File: config.mk
export PLATFORM = sky130hd
export DESIGN_NAME = step_sequencer
export DESIGN_NICKNAME = d
export VERILOG_FILES = /design/src/rtl/step_sequencer.sv
export SDC_FILE = /design/constraint.sdc
export NUM_CORES = 1
export LEC_CHECK = 0
export ABC_AREA = 1
export CORE_MARGIN = 5
export CORE_UTILIZATION = 50
export DETAILED_ROUTE_END_ITERATION = 8
export DONT_BUFFER_PORTS = 1
export PLACE_DENSITY_LB_ADDON = 0.15
export SLEW_MARGIN = 15
export SYNTH_ARGS = -nofsm -noshare
export SYNTH_HDL_FRONTEND = slang
export SYNTH_SLANG_ARGS = --single-unit
File: constraint.sdc
create_clock -name i_clk -period 2.5 [get_ports i_clk]
set_input_delay 0.25 -clock i_clk [delete_from_list [all_inputs] [get_ports i_clk]]
set_output_delay 0.25 -clock i_clk [all_outputs]
set_load 0.05 [all_outputs]
File: src/rtl/step_sequencer.sv
// step_sequencer: run level and paced step-pulse source for the capture step limiter.
// Define STEP_SEQUENCER_TRIGGER_EN to add the i_trigger port and an ARMED stage before RUN.
module step_sequencer #(
    parameter int PERIOD_W = 16,
    parameter int COUNT_W  = 32
) (
    input  logic                i_clk,
    input  logic                i_reset,
    input  logic                i_start,
    input  logic                i_pause,
    input  logic                i_single,
    input  logic                i_abort,
    input  logic                i_stop,
`ifdef STEP_SEQUENCER_TRIGGER_EN
    input  logic                i_trigger,
`endif
    input  logic [PERIOD_W-1:0] i_period,
    output logic                o_run,
    output logic                o_step,
    output logic                o_busy,
    output logic                o_done,
    output logic [COUNT_W-1:0]  o_step_count
);

    typedef enum logic [2:0] {
        ST_IDLE  = 3'd0,
        ST_RUN   = 3'd1,
        ST_PAUSE = 3'd2,
        ST_DONE  = 3'd3
`ifdef STEP_SEQUENCER_TRIGGER_EN
        , ST_ARMED = 3'd4
`endif
    } state_t;

    state_t                r_state;
    logic                  r_run;
    logic                  r_step;
    logic                  r_busy;
    logic                  r_done;
    logic                  r_ign_stop;
    logic [COUNT_W-1:0]    r_count;
    logic [PERIOD_W-1:0]   r_pre;
    logic [PERIOD_W-1:0]   r_period;

    function automatic logic [COUNT_W-1:0] sat_inc(input logic [COUNT_W-1:0] v);
        return (&v) ? v : v + COUNT_W'(1);
    endfunction

    // The step pulse is registered, so the prescaler runs one cycle ahead of o_step:
    // a launch evaluates prescaler value 0 in the launch cycle itself.
    always_ff @(posedge i_clk) begin
        if (i_reset) begin
            r_state    <= ST_IDLE;
            r_run      <= 1'b0;
            r_step     <= 1'b0;
            r_busy     <= 1'b0;
            r_done     <= 1'b0;
            r_ign_stop <= 1'b0;
            r_count    <= COUNT_W'(0);
            r_pre      <= PERIOD_W'(0);
            r_period   <= PERIOD_W'(0);
        end else begin
            r_step <= 1'b0;
            if (i_abort) begin
                r_state    <= ST_IDLE;
                r_run      <= 1'b0;
                r_busy     <= 1'b0;
                r_done     <= 1'b0;
                r_ign_stop <= 1'b0;
            end else begin
                case (r_state)
                    ST_IDLE, ST_DONE: begin
                        if (i_start) begin
                            r_period <= i_period;
                            r_count  <= COUNT_W'(0);
                            r_done   <= 1'b0;
                            r_busy   <= 1'b1;
`ifdef STEP_SEQUENCER_TRIGGER_EN
                            r_state  <= ST_ARMED;
                            r_pre    <= PERIOD_W'(0);
`else
                            r_state    <= ST_RUN;
                            r_run      <= 1'b1;
                            r_ign_stop <= 1'b1;
                            if (i_period == PERIOD_W'(0)) begin
                                r_step  <= 1'b1;
                                r_count <= COUNT_W'(1);
                                r_pre   <= PERIOD_W'(0);
                            end else begin
                                r_pre   <= PERIOD_W'(1);
                            end
`endif
                        end
                    end
`ifdef STEP_SEQUENCER_TRIGGER_EN
                    ST_ARMED: begin
                        if (i_trigger) begin
                            r_state    <= ST_RUN;
                            r_run      <= 1'b1;
                            r_ign_stop <= 1'b1;
                            if (r_period == PERIOD_W'(0)) begin
                                r_step  <= 1'b1;
                                r_count <= COUNT_W'(1);
                                r_pre   <= PERIOD_W'(0);
                            end else begin
                                r_pre   <= PERIOD_W'(1);
                            end
                        end
                    end
`endif
                    ST_RUN: begin
                        // The limiter's stop is stale during the first run cycle after a launch.
                        r_ign_stop <= 1'b0;
                        if (i_stop && !r_ign_stop) begin
                            r_state <= ST_DONE;
                            r_run   <= 1'b0;
                            r_busy  <= 1'b0;
                            r_done  <= 1'b1;
                        end else if (i_pause) begin
                            r_state <= ST_PAUSE;
                        end else if (r_pre == r_period) begin
                            r_step  <= 1'b1;
                            r_count <= sat_inc(r_count);
                            r_pre   <= PERIOD_W'(0);
                        end else begin
                            r_pre   <= r_pre + PERIOD_W'(1);
                        end
                    end
                    ST_PAUSE: begin
                        if (i_stop && !r_ign_stop) begin
                            r_state <= ST_DONE;
                            r_run   <= 1'b0;
                            r_busy  <= 1'b0;
                            r_done  <= 1'b1;
                        end else if (i_start) begin
                            r_state <= ST_RUN;
                        end else if (i_single) begin
                            r_step  <= 1'b1;
                            r_count <= sat_inc(r_count);
                        end else begin
                            r_state <= ST_PAUSE;
                        end
                    end
                    default: begin
                        r_state <= ST_IDLE;
                        r_run   <= 1'b0;
                        r_busy  <= 1'b0;
                        r_done  <= 1'b0;
                    end
                endcase
            end
        end
    end

    assign o_run        = r_run;
    assign o_step       = r_step;
    assign o_busy       = r_busy;
    assign o_done       = r_done;
    assign o_step_count = r_count;

endmodule

==> metrics.txt, run 1 <==
I/O Buffers 0; initial antenna violation count 0; top_reg_cell synth dfxtp_1; crit share post-route 86.4%; routed len/inst 13.9 um; reg-to-reg slack, setup 0.34 ns; FF-to-FF End r_pre[15]$_SDFFE_PP0P_; first-pass GRT wire length around 21,000 um; drc violations 0; CTS Root Cell clkbuf_8; vias in the first global route 4,245; Site Rows 34; pwr/cell area 523 nW/um2; Syn. warnings 0; number of synthesized flops with an enable pin 0; RSZ-0062 raised after global routing no; fraction of layout cells with a size suffix above 1 roughly 13%; Area Growth Syn to Fin 12.6%; Crit Path Class flop to flop; CTS tree built; IO Pins 59; initial core utilization 51.3%; Max FO, Critical Path 12; Sinks on Clock Net 70; GP Congestion 0.946; hold worst-path end o_step_count[30]$_SDFFE_PP0P_; status complete, no violations; detailed-route via count 4,720; pin count of the biggest net entering global routing 33; max-cap violations 0; Fin. Hold Viols 0; Synth cell types 35; Worst Min Path Start i_reset; post-CTS sizing 0; Die Y between 100 and 150 um; Overflow after GRT 0; Post-Place Cells 865; worst flop-to-flop path startpoint r_state[0]$_SDFFE_PP0P_; overall global routing resource usage a little under a quarter; syn avg cell area 6.03 um2; Seq/Total Area, Yosys 31.3%; leakage power between 0.0015 and 0.002 uW; H-tree depth 3; die area 10,900 um2; Slew HR a little over two fifths; Max VDD drop 0.000330 V; DIE WIDTH 105 um; Hold Crit Class input pin to flop; f_max between 400 and 500 MHz; fin cells 882; FF+latch count, synth 70; Worst EP required 2.78 ns; Syn Nets approximately 770; Iteration-0 DRC Markers between 300 and 400; Hold Path Depth 3; n_diodes 0; Syn Inst Count 741; post-route ant nets 0; core region area 8720 um2; worst-margin pin slew ~0.85 ns; clock buffer count from CTS 9; minimum clock period 2.16 ns; crit start category flop; drt first pass iters 5; clk buf depth 2; drt total wl 12,300 um; latest clock arrival within the worst-skew pair around 0.35 ns; dpl hpwl roughly 9200 um; nature of the critical path endpoint flop; vias per cell 5.35; Final TNS setup 0 ns; Worst Path Arrival 2.44 ns; Async SR Flop Fraction 0%; worst reg2reg path depth 12; NumNets Final 796; Reg clk slew, reported paths 0.08 ns; Slew Limit Fails 0; Post-Syn Area 4470 um2; Max Clock Skew 0.0122 ns; Setup Viol. Count Final 0
==> logic make-up after synthesis <==
kind of cell               after synthesis  synth area share (%)
and+or+nand+nor                        461                  44.1
AOI/OAI and AO/OA                       90                  11.6
buffers and inverters                  105                  9.71
adders and majority gates                4                  1.12
xor gates and xnor gates                11                  2.15
DFF                                     70                  31.3
==> layout make-up <==
type	count	area, um2
Timing Repair Buffer	41	320
Multi-Input combinational cell	566	2640
Fill cell	875	3680
Inverter	81	304
Clock buffer	11	131
Tap cell	108	135
Sequential cell	70	1400
Clock inverter	5	108
==> worst max-delay path, cell delays in order (launching register included) <==
cell and delay [ns]:
dfxtp_1 0.35, inv_1 0.05, ha_1 0.38, nand2_1 0.14, inv_1 0.10, a21oi_1 0.06
nor2_1 0.11, nand2_1 0.27, nor3_2 0.34, nand3_1 0.12, nand2_1 0.07, nand2_1 0.04
nor2_1 0.07
==> per-layer routing <==
metal	wire length, um	GRT usage [%]	up-vias
met3	984	5.12	14
met4	172	6.21	0
met1	6070	33.4	2137
li1	-	-	2403
met2	5030	32.8	166
met5	0	0	-
==> stage by stage <==
step                      power, uW  area [um2]  utilization (%)  hold WS [ns]  setup slack [ns]
after floorplan                1460        4470                -         0.441             0.367
after global placement         1520        4780             54.8         0.324             0.478
after detailed placement       1530        4780             54.8         0.325             0.386
after CTS                      2660        5040             57.7        0.0567             0.382
after global routing           2770        5040             57.7        0.0699            0.0984
final                          2640        5040             57.7        0.0693             0.339
==> repair_timing <==
action	4_1_cts	5_1_grt
setup buffers	0	0
hold endpoints to repair	27	0
hold buffers	1	0
==> placed cells by master (no fill, tap or decap), drive strengths merged, types with 3 or more instances in the layout <==
cell    instances
xor2           11
o21bai          3
nand3b          3
nor2          126
a21oi          54
nand2         246
ha              4
inv            81
nand4          12
a31oi           3
o21ai          26
clkbuf         11
bufinv          3
nand3          58
dfxtp          70
buf            41
nor3           14
==> cell usage after synthesis, drive strengths merged (2+ instances only) <==
cell	instances	share of area, %
nor3	14	1.9
nand3b	3	0.50
xor2	11	2.2
a211oi	2	0.34
nand4	12	1.7
ha	4	1.1
a31oi	3	0.42
nand3	58	6.6
a21oi	54	7.0
clkbuf	10	0.84
o21bai	3	0.50
dfxtp	70	31
inv	81	6.8
o21ai	26	2.9
nor2	126	11
nand2	246	22
buf	14	2.1
nor4	2	0.28
==> registers in the layout, indices dropped and copies added, names as in the netlist <==
name and flops:
r_ign_stop 1, o_step 1, o_step_count 32, o_busy 1
o_done 1, r_state 2, r_pre 16, r_period 16
==> where the power goes <==
part	internal, uW	switching [uW]
clock	668	453
sequential	1150	19.9
combinational	94.7	255
==> how the worst max path moves through the flow <==
stage | slack, ns | to | depth (start not counted) | from
floorplan | 0.37 | o_step_count[2]$_SDFFE_PP0P_ | 11 | o_step_count[0]$_SDFFE_PP0P_
global placement | 0.48 | r_pre[15]$_SDFFE_PP0P_ | 11 | r_state[0]$_SDFFE_PP0P_
detailed placement | 0.39 | r_pre[13]$_SDFFE_PP0P_ | 11 | r_state[0]$_SDFFE_PP0P_
CTS | 0.38 | r_pre[15]$_SDFFE_PP0P_ | 12 | r_state[0]$_SDFFE_PP0P_
global route | 0.1 | r_pre[13]$_SDFFE_PP0P_ | 11 | r_state[0]$_SDFFE_PP0P_
finish | 0.34 | r_pre[15]$_SDFFE_PP0P_ | 12 | r_state[0]$_SDFFE_PP0P_
Note: power is estimated with default switching activity, not from simulation.
==> run 2, diff against run 1 <==
==> constraint.sdc (replaced) <==
create_clock -name i_clk -period 1.8 [get_ports i_clk]
set_input_delay 0.18 -clock i_clk [delete_from_list [all_inputs] [get_ports i_clk]]
set_output_delay 0.18 -clock i_clk [all_outputs]
set_load 0.05 [all_outputs]
==> metrics.txt, run 2 (same netlist as run 1, synthesis figures left out) <==
drc violations 0 (unchanged); Reg clk slew, reported paths 0.08 ns (about the same); Hold Crit Class input pin to flop; Gate power share 21.7% (+8.4 points); worst-margin pin slew 0.508 ns (-0.340 ns); dpl hpwl 9450 um (+3.1%); die area 10,900 um2 (unchanged); Site Rows 34 (unchanged); latest clock arrival within the worst-skew pair 0.36 ns (about the same); clock share of power 32.7% (-9.8 points); Post-DP Area 5080 um2 (+6.3%); fraction of layout cells with a size suffix above 1 24.8% (+12 points); DIE WIDTH 105 um (unchanged); Worst EP required 2.10 ns (-0.68 ns); routed len/inst 14.7 um (+5.8%); IO Pins 59 (unchanged); clock buffer count from CTS 9 (unchanged); pin count of the biggest net entering global routing 32 (-3.0%); Max Clock Skew 0.0104 ns (-0.00182 ns); GP Congestion 0.960 (+1.5%); internal power 2410 uW (+26%); fin area 5640 um2 (+12%); pwr/cell area 628 nW/um2 (+20%); initial antenna violation count 0 (unchanged); crit start category flop; Setup Viol. Count Final 23 (+23); overall global routing resource usage 23.2% (+0.69 points); pre-CTS WS -0.0775 ns (-0.463 ns); Worst Path Arrival 2.14 ns (-0.30 ns); commonest cells after routing, fill and taps aside nand2_1 (228), nor2_1 (106), inv_1 (69); H-tree depth 3 (unchanged); commonest non-fill, non-tap cell in the layout nand2_1; Crit Path Class flop to flop; switching share of total power 31.9% (+4.2 points); vias per cell 5.41 (+1.1%); clk buf depth 2 (unchanged); NumNets Final 836 (+5.0%); max reg flops 32 (unchanged); first-pass GRT wire length 21,100 um (+2.0%); Max FO, Critical Path 6 (-6); Sinks on Clock Net 70 (unchanged); drt total wl 13,600 um (+11%); vias in the first global route 4,360 (+2.7%); Iteration-0 DRC Markers 344 (-3.1%); CTS Root Cell clkbuf_8; initial core utilization 51.3% (unchanged); final worst slack -0.0481 ns (-0.387 ns); Fin. Hold Viols 0 (unchanged); overall power 3540 uW (+34%); Die Y 105 um (unchanged); crit share post-route 103% (+16 points); f_max 541 MHz (+17%); Post-Place Cells 892 (+3.1%); I/O Buffers 0 (unchanged); core region area 8720 um2 (unchanged); Slew HR 66.1% (+23 points); RSZ-0062 raised after global routing yes; minimum clock period 1.85 ns (-0.313 ns); n_diodes 0 (unchanged); post-route ant nets 0 (unchanged); post-layout util 64.6% (+6.9 points); drt first pass iters 5 (unchanged); fin cells 922 (+4.5%); max-cap violations 0 (unchanged); failing checks setup timing; Max VDD drop 0.000379 V (+15%); detailed-route via count 4,990 (+5.7%); Overflow after GRT 0 (unchanged); Slew Limit Fails 0 (unchanged); CTS tree built; status complete, but fails checks; leakage power 0.00223 uW (+13%); Reg power frac 45.7% (+1.5 points); NetSw 1130 uW (+55%); Area Growth Syn to Fin 26.1%; nature of the critical path endpoint flop
==> run 2: worst paths after layout <==
kind	startpoint	to	slack, ns	cells after the start
setup reg to reg	r_state[1]$_SDFFE_PP0P_	o_step_count[8]$_SDFFE_PP0P_	-0.05	10
hold / removal	i_period[0]	r_period[0]$_SDFFE_PP0P_	0.02	2
hold reg to reg	r_period[6]$_SDFFE_PP0P_	r_period[6]$_SDFFE_PP0P_	0.47	2
setup / recovery	r_state[1]$_SDFFE_PP0P_	o_step_count[8]$_SDFFE_PP0P_	-0.05	10
==> run 2: timing repair <==
item	in CTS	in global routing
cloned	1	3
resized for setup	15	46
pin swaps	4	21
buffers inserted	3	5
setup endpoints to repair	41	48
hold endpoints to repair	28	27
==> run 2: final cells by class <==
| class | instances | area (um2) |
|---|---|---|
| Sequential cell | 70 | 1450 |
| Multi-Input combinational cell | 566 | 2810 |
| Inverter | 81 | 307 |
| Timing Repair Buffer | 81 | 768 |
| Fill cell | 835 | 3080 |
| Clock inverter | 5 | 36.3 |
| Tap cell | 108 | 135 |
| Clock buffer | 11 | 131 |
==> run 2: power groups by stage <==
| stage | clock network [uW] | logic (uW) | registers (uW) |
|---|---|---|---|
| 6_report | 1160 | 767 | 1620 |
| 3_3_place_gp | 0 | 556 | 1650 |
| 5_1_grt | 1260 | 824 | 1620 |
| 3_5_place_dp | 0 | 567 | 1650 |
| 2_1_floorplan | 0 | 375 | 1660 |
| 4_1_cts | 1190 | 628 | 1620 |
==> run 2: worst max-delay path, stage by stage (launching register included) <==
cell	delay, ns
dfxtp_4	0.36
ha_4	0.26
inv_1	0.13
nor2_1	0.08
inv_1	0.11
nand3_2	0.09
a21oi_4	0.17
buf_6	0.18
clkbuf_16	0.16
nand3_1	0.10
a21oi_2	0.14
==> run 2: stage by stage <==
step,TNS (ns),hold WS (ns)
after CTS,-0.0192,-0.143
after detailed placement,-0.592,0.242
after floorplan,0,0.371
after global routing,-2.86,0.0304
after global placement,-0.00683,0.240
final,-0.553,0.0150
==> run 2: per-layer routing <==
| layer | share of wire, % | GRT usage, % | vias up | wire length, um |
|---|---|---|---|---|
| li1 | - | - | 2488 | - |
| met1 | 47 | 34.8 | 2281 | 6370 |
| met2 | 44 | 33.5 | 199 | 5900 |
| met3 | 7.8 | 4.07 | 22 | 1060 |
| met4 | 1.6 | 7.85 | 0 | 219 |
| met5 | 0 | 0 | - | 0 |
==> run 3, diff against run 2 <==
--- a/config.mk
+++ b/config.mk
@@ -8,6 +8,7 @@
 export ABC_AREA = 1
 export CORE_MARGIN = 5
 export CORE_UTILIZATION = 50
+export CTS_CLUSTER_DIAMETER = 100
 export DETAILED_ROUTE_END_ITERATION = 8
 export DONT_BUFFER_PORTS = 1
 export PLACE_DENSITY_LB_ADDON = 0.15
==> results of run 3 <==
Final layout, timing and power as in run 2 (identical DEF).
==> RTL edit 1 (settings of run 3) <==
Put one more register stage on the output `o_step_count`, with the module's reset. The value now appears one clock later. The other outputs are not delayed to match.
--- a/src/rtl/step_sequencer.sv
+++ b/src/rtl/step_sequencer.sv
@@ -158,3 +158,9 @@
     assign o_done       = r_done;
-    assign o_step_count = r_count;
+    always_ff @(posedge i_clk) begin
+        if (i_reset) begin
+            o_step_count <= '0;
+        end else begin
+            o_step_count <= r_count;
+        end
+    end
 
Function: changed (Yosys sat finds a counterexample within 4 cycles, from zero or initial values and one cycle with i_reset high).
==> RTL edit 1 against run 3 <==
- the flow still finishes with violations (setup timing)
- total power grew 30%
- area after synthesis grew 11%
- wire length shrank 2.6%
- setup slack lost 0.0044 ns
- via count shrank 3.6%
- clock skew grew 0.0034 ns
- final area grew 6.2%
- worst hold slack gained 0.0037 ns
- sequential power grew 44%
- highest routed layer unchanged
- sequential cell count grew 32
- combinational power shrank 10%
- die area grew 9.8%
- clock power grew 37%
==> RTL edit 1: results <==
{
  "port-buffer-count": 0,
  "fin_ws_ns": -0.0525,
  "maxSlewHeadroom_pct": 64.6,
  "drt_pass1_iterations": 5,
  "comb.multi_input.count": 532,
  "slowest_stage": "dfxtp_2",
  "synthTopCellsByCount": "nand2_1, nor2_1, dfxtp_1",
  "violations": "setup timing",
  "critPathMaxFanout": 5,
  "areaGrowthSynthToFinish_pct": 20.7,
  "drive_above_1_share_pct": 16.4,
  "arrival_ns": 2.16,
  "nClkBuffers": 13,
  "cts.sinks": 102,
  "multi_input_area_share_pct": 44.0,
  "postSynthAreaPerCell_um2": 6.53,
  "n_all_buffers": 52,
  "place_congestion": 0.899,
  "tns_ns": -0.529,
  "clock_path_buffers": 2,
  "fillerInstances": 923,
  "hold_viol_final": 0,
  "p_leak_nw": 2.33,
  "cpLargestDelayFamily": "simple AND/OR/NAND/NOR gates",
  "seq_area_frac_synth_pct": 41.2,
  "drtIter0Drc": 250,
  "clockRootBuffer": "clkbuf_8",
  "grt_pass1_wl_mm": 21.1,
  "synth.area.top_cells": "dfxtp_1, nand2_1, nor2_1",
  "buf_share_pct": 8.82,
  "dp_slack_ns": -0.160,
  "run_status": "finished with violations",
  "vias_per_cell": 5.13,
  "track_usage_pct": 22.0,
  "skew_ns": 0.0139,
  "post_cts_buffers": 4,
  "num_vias": 4808,
  "grt_pass1_vias": 4580,
  "sh_seq_area_pct": 34.3,
  "finalSetupViolations": 19,
  "detail_route.wl_per_cell_um": 14.1,
  "nNonClkInverters": 102,
  "antenna_found_initial": 0,
  "dp_cells": 910,
  "post_dp_cell_area_um2": 5360,
  "final_nets": 826,
  "worstSkewPairLatency_ns": 0.37,
  "ctsResizeCount": 27,
  "ir_drop_v": 0.000462,
  "clk_share_pct": 3.62,
  "ys_warn_count": 0,
  "grt_max_degree": 52,
  "swShare_pct": 26.2,
  "nWellTaps": 133,
  "yosysUniqueCellTypes": 33,
  "p_total_mw": 4.61,
  "hpwl_mm": 9.00,
  "syn_nets": 786
}
[RTL edit 1: cell count changes after synthesis, moves of 4 or more]
| cell | change |
|---|---|
| o21ai_1 | +5 |
| o21ai_0 | +13 |
| nor2_1 | +14 |
| nand4_1 | -7 |
| inv_1 | +24 |
| nand2_1 | -26 |
| a21oi_1 | -8 |
| dfxtp_1 | +32 |
| buf_2 | -5 |
| nand3_1 | -15 |
| nor3_1 | +4 |
| nand2_2 | -5 |
| xor2_1 | +6 |
| a21oi_2 | -7 |
[RTL edit 1: layer usage]
layer | GRT usage (%) | wire, um | vias to the layer above
li1 | - | - | 2441
met1 | 27.3 | 5810 | 2216
met2 | 38.8 | 6540 | 125
met3 | 3.41 | 606 | 26
met4 | 7.21 | 245 | 0
met5 | 0 | 0 | -
[RTL edit 1: power groups by stage]
stage | Combinational (mW) | Sequential (mW) | Clock (mW)
global route | 0.749 | 2.33 | 1.72
global placement | 0.495 | 2.38 | 0
detailed placement | 0.503 | 2.38 | 0
CTS | 0.605 | 2.33 | 1.63
finish | 0.689 | 2.33 | 1.59
floorplan | 0.344 | 2.38 | 0
[RTL edit 1: cell families after synthesis]
| logic type | count (synthesis) | synth area share, % |
|---|---|---|
| adders and majority gates | 4 | 1.01 |
| buffers and inverters | 125 | 10.2 |
| AOI/OAI and AO/OA | 89 | 9.41 |
| xor gates and xnor gates | 17 | 3.00 |
| DFF | 102 | 41.2 |
| and+or+nand+nor | 422 | 35.2 |
[RTL edit 1: path summary, 6_finish.rpt]
check                           cells after the start  slack [ns]    startpoint               end
worst max-delay path                               12       -0.05    r_state[0]       r_count[28]
worst min-delay path                                2        0.02  i_period[10]      r_period[10]
worst max register to register                     12       -0.05    r_state[0]       r_count[28]
worst min register to register                      2        0.47   r_count[29]  o_step_count[29]
==> RTL edit 2 (settings of run 3) <==
Made on the original files. Change the parameter `PERIOD_W` from 16 to 32.
--- a/src/rtl/step_sequencer.sv
+++ b/src/rtl/step_sequencer.sv
@@ -3,3 +3,3 @@
 module step_sequencer #(
-    parameter int PERIOD_W = 16,
+    parameter int PERIOD_W = 32,
     parameter int COUNT_W  = 32
Interface: changed (resized i_period); port bits go from 59 to 75. The function was not compared with the original's and may differ.
==> RTL edit 2 against run 3 <==
- largest power group unchanged
- clock power rose by 66%
- total power grew 51%
- maximum frequency grew 2.8%
- final area rose by 43%
- first-iteration DRC count grew 22%
- critical path type unchanged
- count of clock-buffer cells in the layout rose by 4
- area after synthesis up 33%
- wire length rose by 37%
- clock skew decreased by 0.00087 ns
- setup slack improved by 0.050 ns
- worst hold slack hardly changed
- sequential cell count is 32 higher
==> RTL edit 2: results <==
{
  "run_status": "complete, no violations",
  "multi_input_area_um2": 3850,
  "grt_max_degree": 31,
  "grt_pass1_wl_mm": 29.1,
  "cp_common_cell": "inv_2",
  "fin_cells": 1179,
  "yosys.area_share.xor_xnor_pct": 10.0,
  "drt_pass1_iterations": 7,
  "p_leak_nw": 3.09,
  "dp_cells": 1119,
  "slowest_delay_ns": 0.34,
  "nClkBuffers": 15,
  "buf_share_pct": 16.6,
  "arrival_ns": 2.08,
  "critPathMaxFanout": 5,
  "synth.area.top_cells": "dfxtp_1, nand2_1, nor2_1",
  "post_dp_cell_area_um2": 6700,
  "final_nets": 1074,
  "post_cts_buffers": 2,
  "yosys.area_share.adder_pct": 0.844,
  "comb.multi_input.count": 703,
  "dp_slack_ns": -0.123,
  "grt_pass1_vias": 6166,
  "yosysUniqueCellTypes": 36,
  "syn_inst": 912,
  "min_to": "r_period[31]",
  "place_congestion": 0.905,
  "max_slew.worst_pin.slew_ns": 0.506,
  "hpwl_mm": 12.6,
  "synthTopCellsByCount": "nand2_1, nor2_1, dfxtp_1",
  "fin_area_um2": 8040,
  "drive_above_1_share_pct": 27.8,
  "detail_route.wl_per_cell_um": 15.8,
  "reg2reg_from": "r_state[0]",
  "synth-compound-area-share_pct": 7.89,
  "max_freq_ghz": 0.556,
  "seq_area_frac_synth_pct": 34.4,
  "n_all_buffers": 140,
  "ctsResizeCount": 25,
  "fillerInstances": 950,
  "worstSetupEndpoint": "r_pre[22]",
  "slowest_stage": "dfxtp_2",
  "hold_slack_ns": 0.0145,
  "skew_ns": 0.00954,
  "clk_share_pct": 3.46,
  "track_usage_pct": 24.8,
  "ir_drop_v": 0.000512,
  "r2r_slack_ns": 0.002,
  "core_area_um2": 11500,
  "clockRootBuffer": "clkbuf_16",
  "drtIter0Drc": 419,
  "num_vias": 6372
}
-- RTL edit 2: layer usage --
metal / part of all wire, % / vias to the layer above / GRT usage, % / wire length [um]
met2: 52 / 215 / 44.8 / 9650
met5: 0 / - / 0 / 0
met3: 5.3 / 52 / 4.03 / 993
li1: - / 3136 / - / -
met1: 39 / 2969 / 29.1 / 7300
met4: 3.4 / 0 / 10.4 / 630
-- RTL edit 2: where the power goes --
part / leakage (nW) / internal (mW) / total, mW / switching, mW
clock network: 0.132 / 1.08 / 1.92 / 0.833
registers: 0.851 / 2.33 / 2.38 / 0.0533
logic: 2.11 / 0.463 / 1.04 / 0.575
-- RTL edit 2: logic make-up (layout without fill, tap and decap cells) --
group	after synthesis	in the layout
AO/OA/AOI/OAI	91	91
buffers and inverters	107	231
AND/OR/NAND/NOR	541	541
adder cells (fa/ha/maj)	4	4
flip-flops	102	102
XOR/XNOR	67	67
